**config.mk**
```make
export PLATFORM = sky130hd
export DESIGN_NAME = chess_clock_countdown
export DESIGN_NICKNAME = d
export VERILOG_FILES = /design/src/rtl/chess_clock_countdown.sv
export SDC_FILE = /design/constraint.sdc
export NUM_CORES = 1
export LEC_CHECK = 0
export CAP_MARGIN = 25
export CORE_UTILIZATION = 40
export DETAILED_ROUTE_END_ITERATION = 8
export HOLD_SLACK_MARGIN = 0.12
export PLACE_DENSITY = 0.63
export SLEW_MARGIN = 20
export SYNTH_ARGS = -nofsm -noshare
export SYNTH_HDL_FRONTEND = slang
export SYNTH_SLANG_ARGS = --single-unit
```
**constraint.sdc**
```tcl
create_clock -name i_clk -period 3.3 [get_ports i_clk]
set_input_delay 0.66 -clock i_clk [delete_from_list [all_inputs] [get_ports i_clk]]
set_output_delay 0.66 -clock i_clk [all_outputs]
set_load 0.03 [all_outputs]
```
**src/rtl/chess_clock_countdown.sv**
```systemverilog
// chess_clock_countdown
// Per-player countdown core for the chess clock. Holds a two-digit BCD time
// value, divides the system clock down to one count unit with a prescaler,
// and decrements the value once per unit while this player's clock runs.
// Reports exhaustion (o_zero), low time (o_warn) and each decrement (o_tick).
//
// Control contract: i_rst outranks i_load, which outranks counting. The
// prescaler only moves while counting is enabled and is never cleared by a
// pause, so a partial unit survives stop/start. Once the value reaches 00
// the count enable drops and everything holds until a reset or a load.

module chess_clock_countdown #(
    parameter int p_divider = 17_865_771,
    parameter int p_warn    = 10
) (
    input  logic            i_clk,
    input  logic            i_rst,
    input  logic [1:0][3:0] i_init,
    input  logic            i_load,
    input  logic            i_run,
    output logic [1:0][3:0] o_digit,
    output logic            o_zero,
    output logic            o_warn,
    output logic            o_tick
);

    // Prescaler width; a divider of exactly 2 still needs one bit.
    localparam int PW = (p_divider > 2) ? $clog2(p_divider) : 1;
    localparam logic [PW-1:0] PRESC_TERM = PW'(p_divider - 1);
    localparam logic [PW-1:0] PRESC_ONE  = PW'(1);
    localparam logic [6:0]    WARN_VALUE = 7'(p_warn);

    logic [PW-1:0]   presc_q;
    logic [PW-1:0]   presc_d;
    logic [1:0][3:0] digit_q;
    logic [1:0][3:0] digit_d;
    logic            tick_q;
    logic            tick_d;

    logic [1:0][3:0] preset;
    logic [1:0][3:0] digit_dec;
    logic            zero;
    logic            en;
    logic            terminal;
    logic [6:0]      value;

    // A preset digit above 9 is not a BCD digit; treat it as the largest one.
    function automatic logic [3:0] clamp_bcd(input logic [3:0] d);
        return (d > 4'd9) ? 4'd9 : d;
    endfunction

    // Clamp the preset digits so the held value is always valid BCD.
    always_comb begin
        preset[1] = clamp_bcd(i_init[1]);
        preset[0] = clamp_bcd(i_init[0]);
    end

    // One BCD step down: units borrow from tens when they are already 0.
    always_comb begin
        digit_dec = digit_q;
        if (digit_q[0] != 4'd0) begin
            digit_dec[0] = digit_q[0] - 4'd1;
        end else if (digit_q[1] != 4'd0) begin
            digit_dec[0] = 4'd9;
            digit_dec[1] = digit_q[1] - 4'd1;
        end
    end

    // Status decodes of the registered value, and the count enable.
    always_comb begin
        zero     = (digit_q[1] == 4'd0) && (digit_q[0] == 4'd0);
        value    = (7'(digit_q[1]) * 7'd10) + 7'(digit_q[0]);
        en       = i_run && !zero && !i_rst && !i_load;
        terminal = (presc_q == PRESC_TERM);
    end

    // Next-state selection: load beats counting; a paused prescaler holds.
    always_comb begin
        presc_d = presc_q;
        digit_d = digit_q;
        tick_d  = 1'b0;
        if (i_load) begin
            presc_d = '0;
            digit_d = preset;
        end else if (en) begin
            if (terminal) begin
                presc_d = '0;
                digit_d = digit_dec;
                tick_d  = 1'b1;
            end else begin
                presc_d = presc_q + PRESC_ONE;
            end
        end
    end

    // State registers; reset restarts the game from the preset.
    always_ff @(posedge i_clk) begin
        if (i_rst) begin
            presc_q <= '0;
            digit_q <= preset;
            tick_q  <= 1'b0;
        end else begin
            presc_q <= presc_d;
            digit_q <= digit_d;
            tick_q  <= tick_d;
        end
    end

    assign o_digit = digit_q;
    assign o_zero  = zero;
    assign o_warn  = !zero && (value <= WARN_VALUE);
    assign o_tick  = tick_q;

endmodule

```
==> impl_metrics.csv, run 1 <==
group,metric,value,unit
pwr,overall_power_consumption,1.13,mW
clock_tree,clk_pin_slew_worst_paths,0.08,ns
route,detail_route.wl_per_cell,13.9,µm
critical_path,cp_data_arrival_time,2.55,ns
timing,rsz_0062_raised_after_global_routing,"false",
global_routing,via_count_of_the_first_global_routing_pass,1707,
finish,fillers,469,
synth,yosys.area_share.adder,8.01,%
timing,fin_worst_skew,0.00942,ns
floorplanning,placement_rows,25,
clock_tree,tritoncts,"built",
finish,final_core_utilization,52.4,%
route,drt_first_pass_iters,4,
floorplanning,die-area,0.00545,mm²
run_status,status,"complete, no violations",
timing,timing.final.max_slew_violations,0,
synth,synth.avg_cell_area,8.81,µm²
finish,area_growth,23.3,%
timing,maxSlewHeadroom,62.8,%
synth,async_flop_share,0,%
global_routing,maximum_number_of_pins_on_one_net_before_global_route_repair,20,
synth,mappedNetlistNets,258,
place,dp.final_hpwl,3320,µm
synth,yosysSeqAreaShare,36.9,%
place,postPlaceCellArea,0.00239,mm²
route,via_per_inst,5.66,
clock_tree,postCtsResizedCells,0,
floorplanning,core_area,0.00485,mm²
place,post_placement_setup_slack,0.308,ns
pwr,sw_power,0.284,mW
timing,worstMarginPinSlew,0.558,ns
run,timing.max_cap.violations,0,
place,io_buffer_count,22,
synth,synth_flop_cell,"sky130_fd_sc_hd__dfxtp_1",
floorplanning,num_io_pins,23,
pwr,internal-power,0.843,mW
synth,yosys_warnings,0,
timing,setup_slack,0.0873,ns
pwr,clock_power_share,40.3,%
synth,syn_area,0.00206,mm²
floorplanning,floorplan.initialDensity,42.5,%
synth,synth.lib_cells_used.distinct,48,
route,drtAntennaViolNets,0,
timing,maxClockFrequency,0.311,GHz
finish,register_area,761,µm²
route,aggregate_routed_wire_length,4610,µm
clock_tree,cts.path.max_buffers,2,
finish,multi_input_gate_area_in_the_final_layout,0.00122,mm²
finish,layout-drive-gt1-share,12.1,%
pwr,p_leak,0.804,nW
synth,synth_compound_area_share,22.3,%
route,dr.first_iter.drc_count,79,
finish,finalNetCount,288,
global_routing,grtUsageTotal,18.4,%
critical_path,endpoint_kind,"output pin",
timing,timing_hold_violations_final,0,
synth,post_synth_and_or_nand_nor_area_fraction,25.4,%
global_routing,antenna_found_initial,0,
pwr,p_per_area,444,mW/mm²
finish,diodes,0,
route,detailroute.via_count,1880,
global_routing,grt_first_pass_wirelength,7690,µm
finish,finalInstanceArea,0.00254,mm²
pwr,pwr-share-comb,19.4,%
timing,finalWorstPathRequiredPeriod,3.21,ns
clock_tree,clock_tree.root_cell,"sky130_fd_sc_hd__clkbuf_8",
synth,yosys.area_share.xor_xnor,2.55,%
synth,synth_top_family_by_area,"simple AND/OR/NAND/NOR gates",
timing,setup_viol,0,
pwr,seqPwrFrac,40.2,%
critical_path,critPathMaxFanout,2,
synth,synth-edff-count,8,
clock_tree,h-tree-depth,2,
global_routing,grt.overflow.total,0,
synth,share_of_synthesized_area_spent_on_multiplexers,0,%
route,route.detailed.drc,0,
timing,finalCritPeriodShare,97.4,%
clock_tree,tritoncts_num_sinks,34,
synth,synth-seq-cells,34,
hold_path,hold_path_class,"reg -> reg",
clock_tree,worstSkewPairLatency,0.29,ns
floorplanning,die_w,73.8,µm
place,gp_routability_congestion,0.722,
critical_path,required,2.64,ns
floorplanning,die-height,73.8,µm
critical_path,critical_path.startpoint_type,"flip-flop",
timing,setup_tns,0,ns
synth,synth_cells,234,
pwr,power.share.switching,25.2,%
critical_path,critPathKind,"reg -> out",
pwr,vdd.ir_drop.worst,0.000181,V
clock_tree,cts-buffers-inserted,5,
cell usage in the layout, fill, tap and decap left out, types with 5 or more instances in the layout:
cell type	netlist	routed
sky130_fd_sc_hd__a21oi_1	26	26
sky130_fd_sc_hd__buf_4	1	13
sky130_fd_sc_hd__clkbuf_8	0	5
sky130_fd_sc_hd__clkdlybuf4s50_1	0	21
sky130_fd_sc_hd__dfxtp_1	26	26
sky130_fd_sc_hd__edfxtp_1	8	8
sky130_fd_sc_hd__ha_1	10	10
sky130_fd_sc_hd__inv_1	11	11
sky130_fd_sc_hd__nand2_1	12	12
sky130_fd_sc_hd__nand3_1	9	9
sky130_fd_sc_hd__nand4_1	9	9
sky130_fd_sc_hd__nor2_1	11	11
sky130_fd_sc_hd__o21ai_0	15	15
sky130_fd_sc_hd__o31ai_1	12	12
sky130_fd_sc_hd__or3_1	8	8
sky130_fd_sc_hd__or4_1	11	11
sky130_fd_sc_hd__xnor2_1	6	6
cell families (layout without fill, tap and decap cells):
kind of cell,after synthesis,count (layout)
compound gates,74,74
flops,34,34
xor+xnor,6,6
buf+inv,22,53
fa+ha+maj,12,12
simple gates,86,86
flip-flops by register name (all words and copies together), names as in the netlist:
signal   cells
o_digit      8
o_tick       1
presc_q     25
worst paths after layout:
check	to	slack (ns)	from	cells after the start
worst min-delay path	presc_q[24]	0.49	presc_q[24]	2
worst min register to register	presc_q[24]	0.49	presc_q[24]	2
worst max register to register	o_digit[3]	0.91	o_digit[5]	7
worst max-delay path	o_warn	0.09	o_digit[5]	7
Yosys cell counts, types with 4 or more instances:
library cell               count  area share (%)
sky130_fd_sc_hd__o21ai_0      15             3.6
sky130_fd_sc_hd__or4_1        11             4.0
sky130_fd_sc_hd__nand2_1      12             2.2
sky130_fd_sc_hd__ha_1         10             6.1
sky130_fd_sc_hd__or3_1         8             2.4
sky130_fd_sc_hd__buf_2         5             1.2
sky130_fd_sc_hd__edfxtp_1      8              12
sky130_fd_sc_hd__nor2_1       11             2.0
sky130_fd_sc_hd__o31ai_1      12             4.4
sky130_fd_sc_hd__nand4_1       9             2.7
sky130_fd_sc_hd__clkbuf_1      4            0.73
sky130_fd_sc_hd__dfxtp_1      26              25
sky130_fd_sc_hd__inv_1        11             2.0
sky130_fd_sc_hd__nand3_1       9             2.2
sky130_fd_sc_hd__xnor2_1       6             2.5
sky130_fd_sc_hd__a21oi_1      26             6.3
worst max-delay path: stages, from the launching register on:
cell	delay [ns]
sky130_fd_sc_hd__edfxtp_1	0.39
sky130_fd_sc_hd__ha_1	0.30
sky130_fd_sc_hd__ha_1	0.14
sky130_fd_sc_hd__inv_1	0.05
sky130_fd_sc_hd__fa_1	0.51
sky130_fd_sc_hd__or3b_2	0.46
sky130_fd_sc_hd__a221oi_2	0.23
sky130_fd_sc_hd__buf_4	0.19
routing by layer:
layer / global-route usage (%) / vias to the layer above / share of wire, %
met5: 0 / - / 0
li1: - / 960 / -
met2: 30.5 / 30 / 47
met1: 23.5 / 886 / 49
met4: 5.77 / 0 / 0.69
met3: 4.25 / 4 / 2.9
layout make-up:
cell class / count / share of cell area, %
Clock buffer: 5 / 2.71
Inverter: 11 / 1.62
Multi-Input combinational cell: 178 / 47.8
Timing Repair Buffer: 34 / 12.1
Clock inverter: 3 / 2.51
Sequential cell: 34 / 29.9
Tap cell: 67 / 3.30
what timing repair did:
item	4_1_cts	5_1_grt
setup endpoints to repair	1	1
buffers inserted	1	2
hold buffers	0	0
pin swaps	1	1
power by group through the flow:
stage,clock [mW],sequential [mW],combinational [mW]
6_report,0.455,0.454,0.219
5_1_grt,0.484,0.456,0.241
4_1_cts,0.465,0.456,0.215
3_5_place_dp,0,0.465,0.210
3_3_place_gp,0,0.464,0.207
2_1_floorplan,0,0.487,0.111
stage by stage:
step	std cells	hold WS, ns
finish	332	0.489
global route	332	0.522
CTS	330	0.487
detailed placement	321	0.471
global placement	321	0.466
floorplan	234	0.447
Note: power is estimated with default switching activity, not from simulation.
==> run 2: changes to the inputs <==
==> constraint.sdc (replaced) <==
create_clock -name i_clk -period 3.2 [get_ports i_clk]
set_input_delay 0.64 -clock i_clk [delete_from_list [all_inputs] [get_ports i_clk]]
set_output_delay 0.64 -clock i_clk [all_outputs]
set_load 0.03 [all_outputs]
==> impl_metrics.csv, run 2 (synthesis gave the netlist of run 1 again) <==
group,metric,value,unit
hold_path,timing.hold.worst.start,"presc_q[24]",
hold_path,hold-path-endpoint,"presc_q[24]",
timing,maxClockFrequency,0.312,GHz
timing,setup_viol,1,
pwr,p_per_area,410,mW/mm²
place,io_buffer_count,22,
critical_path,critPathKind,"reg -> out",
hold_path,worstHoldPathCells,2,
place,gp_routability_congestion,0.777,
route,via_per_inst,5.69,
timing,fin_worst_skew,0.00610,ns
route,dr.max_layer_used,"met4",
floorplanning,num_io_pins,23,
floorplanning,placement_rows,25,
critical_path,worst-r2r-setup-slack,0.77,ns
clock_tree,worstSkewPairLatency,0.29,ns
pwr,vdd.ir_drop.worst,0.000253,V
finish,finalNetCount,287,
route,route.detailed.drc,0,
critical_path,endpoint_kind,"output pin",
finish,finalNonFillerCells,331,
critical_path,worst_r2r_startpoint,"o_digit[5]",
critical_path,endpoint_of_the_lowest_slack_register_to_register_path,"o_digit[6]",
finish,finalInstanceArea,0.00251,mm²
hold_path,hold_path_class,"reg -> reg",
finish,layout-drive-gt1-share,12.5,%
global_routing,grt_first_pass_wirelength,7730,µm
global_routing,grt.overflow.total,0,
finish,largest_register_ffs,25,
route,detail_route.wl_per_cell,14.2,µm
floorplanning,die-area,0.00545,mm²
global_routing,antenna_found_initial,0,
timing,timing.final.max_slew_violations,0,
route,drtAntennaViolNets,0,
run,timing.max_cap.violations,0,
run_status,failed_checks,"setup timing",
place,postPlaceCellArea,0.00240,mm²
critical_path,critPathMaxFanout,3,
timing,finalCritPeriodShare,100,%
clock_tree,tritoncts_num_sinks,34,
finish,diodes,0,
route,drt_first_pass_iters,4,
clock_tree,tritoncts,"built",
clock_tree,cts_hold_buffers_added,0,
clock_tree,cts.path.max_buffers,2,
finish,layout.cells.most_common_list,"sky130_fd_sc_hd__a21oi_1 (26), sky130_fd_sc_hd__dfxtp_1 (26), sky130_fd_sc_hd__clkdlybuf4s50_1 (20)",
floorplanning,floorplan.initialDensity,42.5,%
global_routing,maximum_number_of_pins_on_one_net_before_global_route_repair,28,
route,dr.first_iter.drc_count,63,
route,wl_met2,2150,µm
critical_path,worstRegToRegCells,7,
route,aggregate_routed_wire_length,4700,µm
clock_tree,clk_pin_slew_worst_paths,0.07,ns
critical_path,critical_path.startpoint_type,"flip-flop",
global_routing,via_count_of_the_first_global_routing_pass,1657,
timing,setup_slack,-0.00284,ns
place,dp.final_hpwl,3370,µm
route,wl_met1,2310,µm
finish,regMostFlops,"presc_q",
place,placedCellCount,321,
floorplanning,core_area,0.00485,mm²
critical_path,required,2.56,ns
global_routing,grtUsageTotal,18.9,%
timing,rsz_0062_raised_after_global_routing,"true",
route,detailroute.via_count,1884,
timing,timing_hold_violations_final,0,
floorplanning,die_w,73.8,µm
route,met3_wirelength,149,µm
run_status,status,"finished, violations left",
timing,maxSlewHeadroom,63.7,%
floorplanning,die-height,73.8,µm
finish,area_growth,22.0,%
clock_tree,cts-buffers-inserted,5,
clock_tree,h-tree-depth,2,
timing,finalWorstPathRequiredPeriod,3.20,ns
clock_tree,clock_tree.root_cell,"sky130_fd_sc_hd__clkbuf_8",
pwr,p_leak,0.809,nW
critical_path,cp_data_arrival_time,2.56,ns
timing,worstMarginPinSlew,0.545,ns
## run 2: changes by cell type in the layout (fill, tap and decap cells not counted), sizes merged
| cell | change |
|---|---|
| dlymetal6s2s | +1 |
| clkdlybuf4s50 | -1 |
| buf | -1 |
| bufinv | -2 |
| clkinv | -1 |
| clkbuf | +3 |
## run 2: worst max-delay path by stage
stage,from,slack [ns],cells after the start,end
after floorplan,o_digit[5],0.01,6,o_warn
after global placement,o_digit[5],0.25,7,o_warn
after detailed placement,o_digit[7],0.14,7,o_warn
after CTS,o_digit[7],-0.007,7,o_warn
after global routing,o_digit[7],-0.07,7,o_warn
final,o_digit[7],-0.003,7,o_warn
## run 2: power breakdown
part / leakage [nW] / switching [mW] / internal [mW] / total (mW)
sequential: 0.292 / 0.0125 / 0.454 / 0.466
combinational: 0.477 / 0.133 / 0.121 / 0.254
clock: 0.0395 / 0.158 / 0.155 / 0.312
total: 0.809 / 0.303 / 0.729 / 1.03
## run 2: final cells by class
cell class              instances  area [µm²]
flip-flops and latches         34         761
well taps                      67        83.8
fillers                       464        2330
inverters                      11        41.3
clock buffers                   8        80.1
multi-input cells             178        1240
repair buffers                 33         307
## run 2: timing repair
| item | in CTS | in global routing |
|---|---|---|
| pin swaps | 5 | 1 |
| endpoints found under the setup margin | 1 | 2 |
| buffers inserted | 2 | 0 |
| resized for setup | 4 | 3 |
## run 2: routing by layer
metal  global-route usage, %  vias up
met1                    24.8      876
met2                    30.1       30
met4                    8.97        0
met3                    3.16        8
met5                       0        -
li1                        -      970
## run 2: through the flow
stage | worst slack (ns) | power (mW) | utilization (%) | hold slack (ns) | TNS [ns]
2_1_floorplan | 0.0140 | 0.627 | - | 0.447 | 0
3_3_place_gp | 0.246 | 0.706 | 49.5 | 0.460 | 0
3_5_place_dp | 0.136 | 0.710 | 49.5 | 0.472 | 0
4_1_cts | -0.00672 | 1.03 | 51.6 | 0.481 | -0.00672
5_1_grt | -0.0651 | 1.08 | 51.9 | 0.488 | -0.0651
6_report | -0.00284 | 1.03 | 51.9 | 0.485 | -0.00284
## run 2: critical path, stage by stage, from the launching register on
cell	delay, ns
sky130_fd_sc_hd__edfxtp_1	0.39
sky130_fd_sc_hd__ha_1	0.31
sky130_fd_sc_hd__ha_2	0.17
sky130_fd_sc_hd__inv_2	0.04
sky130_fd_sc_hd__fa_2	0.54
sky130_fd_sc_hd__or3b_4	0.40
sky130_fd_sc_hd__a221oi_4	0.25
sky130_fd_sc_hd__buf_6	0.17
==> run 3: changes to the inputs <==
--- a/config.mk
+++ b/config.mk
@@ -6,7 +6,9 @@
 export NUM_CORES = 1
 export LEC_CHECK = 0
 export CAP_MARGIN = 25
+export CORE_MARGIN = 2
 export CORE_UTILIZATION = 40
+export CTS_CLUSTER_SIZE = 8
 export DETAILED_ROUTE_END_ITERATION = 8
 export HOLD_SLACK_MARGIN = 0.12
 export PLACE_DENSITY = 0.63
==> impl_metrics.csv, run 3 (synthesis gave the netlist of run 1 again) <==
group,metric,value,unit
run_status,status,"complete, no violations",
pwr,overall_power_consumption,1.02,mW
route,route.detailed.drc,0,
clock_tree,cts_hold_buffers_added,0,
clock_tree,worstSkewPairLatency,0.29,ns
clock_tree,cts.path.max_buffers,2,
global_routing,maximum_number_of_pins_on_one_net_before_global_route_repair,23,
route,drtAntennaViolNets,0,
route,detail_route.wl_per_cell,13.9,µm
global_routing,via_count_of_the_first_global_routing_pass,1725,
timing,finalCritPeriodShare,98.2,%
pwr,p_leak,0.809,nW
critical_path,critPathKind,"reg -> out",
place,post_placement_setup_slack,0.189,ns
timing,hold_slack,0.489,ns
floorplanning,die_w,75.8,µm
route,drt_first_pass_iters,4,
pwr,vdd.ir_drop.worst,0.000216,V
timing,timing.final.max_slew_violations,0,
critical_path,required,2.56,ns
timing,timing_hold_violations_final,0,
timing,maxSlewHeadroom,61.6,%
finish,layout.cells.most_common_list,"sky130_fd_sc_hd__a21oi_1 (26), sky130_fd_sc_hd__dfxtp_1 (26), sky130_fd_sc_hd__clkdlybuf4s50_1 (20)",
floorplanning,placement_rows,26,
clock_tree,clk_pin_slew_worst_paths,0.07,ns
timing,worstMarginPinSlew,0.577,ns
floorplanning,die-area,0.00574,mm²
floorplanning,core_area,0.00504,mm²
route,via_per_inst,5.61,
critical_path,critPathMaxFanout,2,
route,aggregate_routed_wire_length,4640,µm
global_routing,antenna_found_initial,0,
clock_tree,h-tree-depth,2,
critical_path,critical-path-max-stage-delay,0.51,ns
pwr,p_per_area,406,mW/mm²
global_routing,global_route.usage.met2,29.6,%
critical_path,cp_top_family,"adder cells",
critical_path,timing.critical_path.slowest_stage_cell,"sky130_fd_sc_hd__fa_1",
finish,final_core_utilization,49.8,%
timing,setup_tns,0,ns
run,timing.max_cap.violations,0,
route,dr.first_iter.drc_count,63,
critical_path,endpoint_kind,"output pin",
route,detailroute.via_count,1869,
global_routing,grt_util_met1,22.7,%
timing,maxClockFrequency,0.318,GHz
finish,diodes,0,
clock_tree,clock_tree.root_cell,"sky130_fd_sc_hd__clkbuf_8",
timing,fin_worst_skew,0.00619,ns
place,gp_routability_congestion,0.774,
clock_tree,tritoncts,"built",
hold_path,hold_path_class,"reg -> reg",
floorplanning,num_io_pins,23,
timing,rsz_0062_raised_after_global_routing,"true",
finish,fillers,491,
global_routing,grt_first_pass_wirelength,7780,µm
timing,finalWorstPathRequiredPeriod,3.14,ns
critical_path,critical_path.cell_chain,"ha_1, ha_1, inv_1, fa_1, or3b_4, a221oi_4, buf_6",
floorplanning,floorplan.initialDensity,40.9,%
finish,regMostFlops,"presc_q",
clock_tree,cts-buffers-inserted,5,
global_routing,grtUsageTotal,17.7,%
critical_path,cp_data_arrival_time,2.50,ns
critical_path,timing.critical_path.buf_inv,2,
timing,setup_viol,0,
critical_path,critical_path.startpoint_type,"flip-flop",
global_routing,met3_usage,4.10,%
global_routing,busiest_layer,"met2",
floorplanning,die-height,75.8,µm
finish,finalNetCount,286,
timing,setup_slack,0.0578,ns
clock_tree,tritoncts_num_sinks,34,
critical_path,critPathMostFrequentCell,"sky130_fd_sc_hd__ha_1",
finish,area_growth,21.8,%
finish,layout-drive-gt1-share,11.8,%
place,io_buffer_count,22,
finish,largest_register_ffs,25,
global_routing,grt.overflow.total,0,
place,dp.final_hpwl,3330,µm
## run 3: layout make-up
type / count / area (µm²) / area share [%]
Clock buffer: 5 / 68.8 / 2.74
Clock inverter: 3 / 16.3 / 0.648
Inverter: 11 / 41.3 / 1.64
Multi-Input combinational cell: 178 / 1240 / 49.3
Sequential cell: 34 / 761 / 30.3
Tap cell: 70 / 87.6 / 3.49
Timing Repair Buffer: 32 / 299 / 11.9
## run 3: path summary, 6_finish.rpt
check | start | to | slack (ns) | depth (start not counted)
setup / recovery | o_digit[5] | o_warn | 0.06 | 7
hold / removal | presc_q[24] | presc_q[24] | 0.49 | 2
setup reg to reg | o_digit[5] | o_digit[6] | 0.81 | 7
hold reg to reg | presc_q[24] | presc_q[24] | 0.49 | 2
## run 3: per-stage QoR
stage / cells / instance area (µm²)
after floorplan: 234 / 2080
after global placement: 324 / 2400
after detailed placement: 324 / 2400
after CTS: 333 / 2500
after global routing: 333 / 2510
final: 333 / 2510
## run 3: timing repair
| item | 4_1_cts | 5_1_grt |
|---|---|---|
| buffers inserted | 1 | 0 |
| endpoints found under the setup margin | 1 | 2 |
| gates resized for setup | 2 | 2 |
| pin swaps | 1 | 2 |
## run 3: report_power, final
part           leakage (nW)  switching (mW)  internal (mW)
combinational         0.475           0.127          0.116
clock                0.0416           0.160          0.149
sequential            0.292          0.0143          0.454
total                 0.809           0.301          0.718
## run 3: routing by layer
layer / share of wire, % / vias to the layer above
met1: 48 / 873
met4: 1.3 / 0
met3: 4.0 / 6
met2: 46 / 32
met5: 0 / -
li1: - / 958
## run 3: worst register-to-register path, cell delays in order, from the launching register on
cell and delay, ns:
sky130_fd_sc_hd__edfxtp_1 0.39, sky130_fd_sc_hd__buf_4 0.17, sky130_fd_sc_hd__inv_1 0.08, sky130_fd_sc_hd__ha_1 0.15, sky130_fd_sc_hd__or3b_2 0.48, sky130_fd_sc_hd__o21ai_1 0.43, sky130_fd_sc_hd__nor3_1 0.13, sky130_fd_sc_hd__a31o_2 0.31
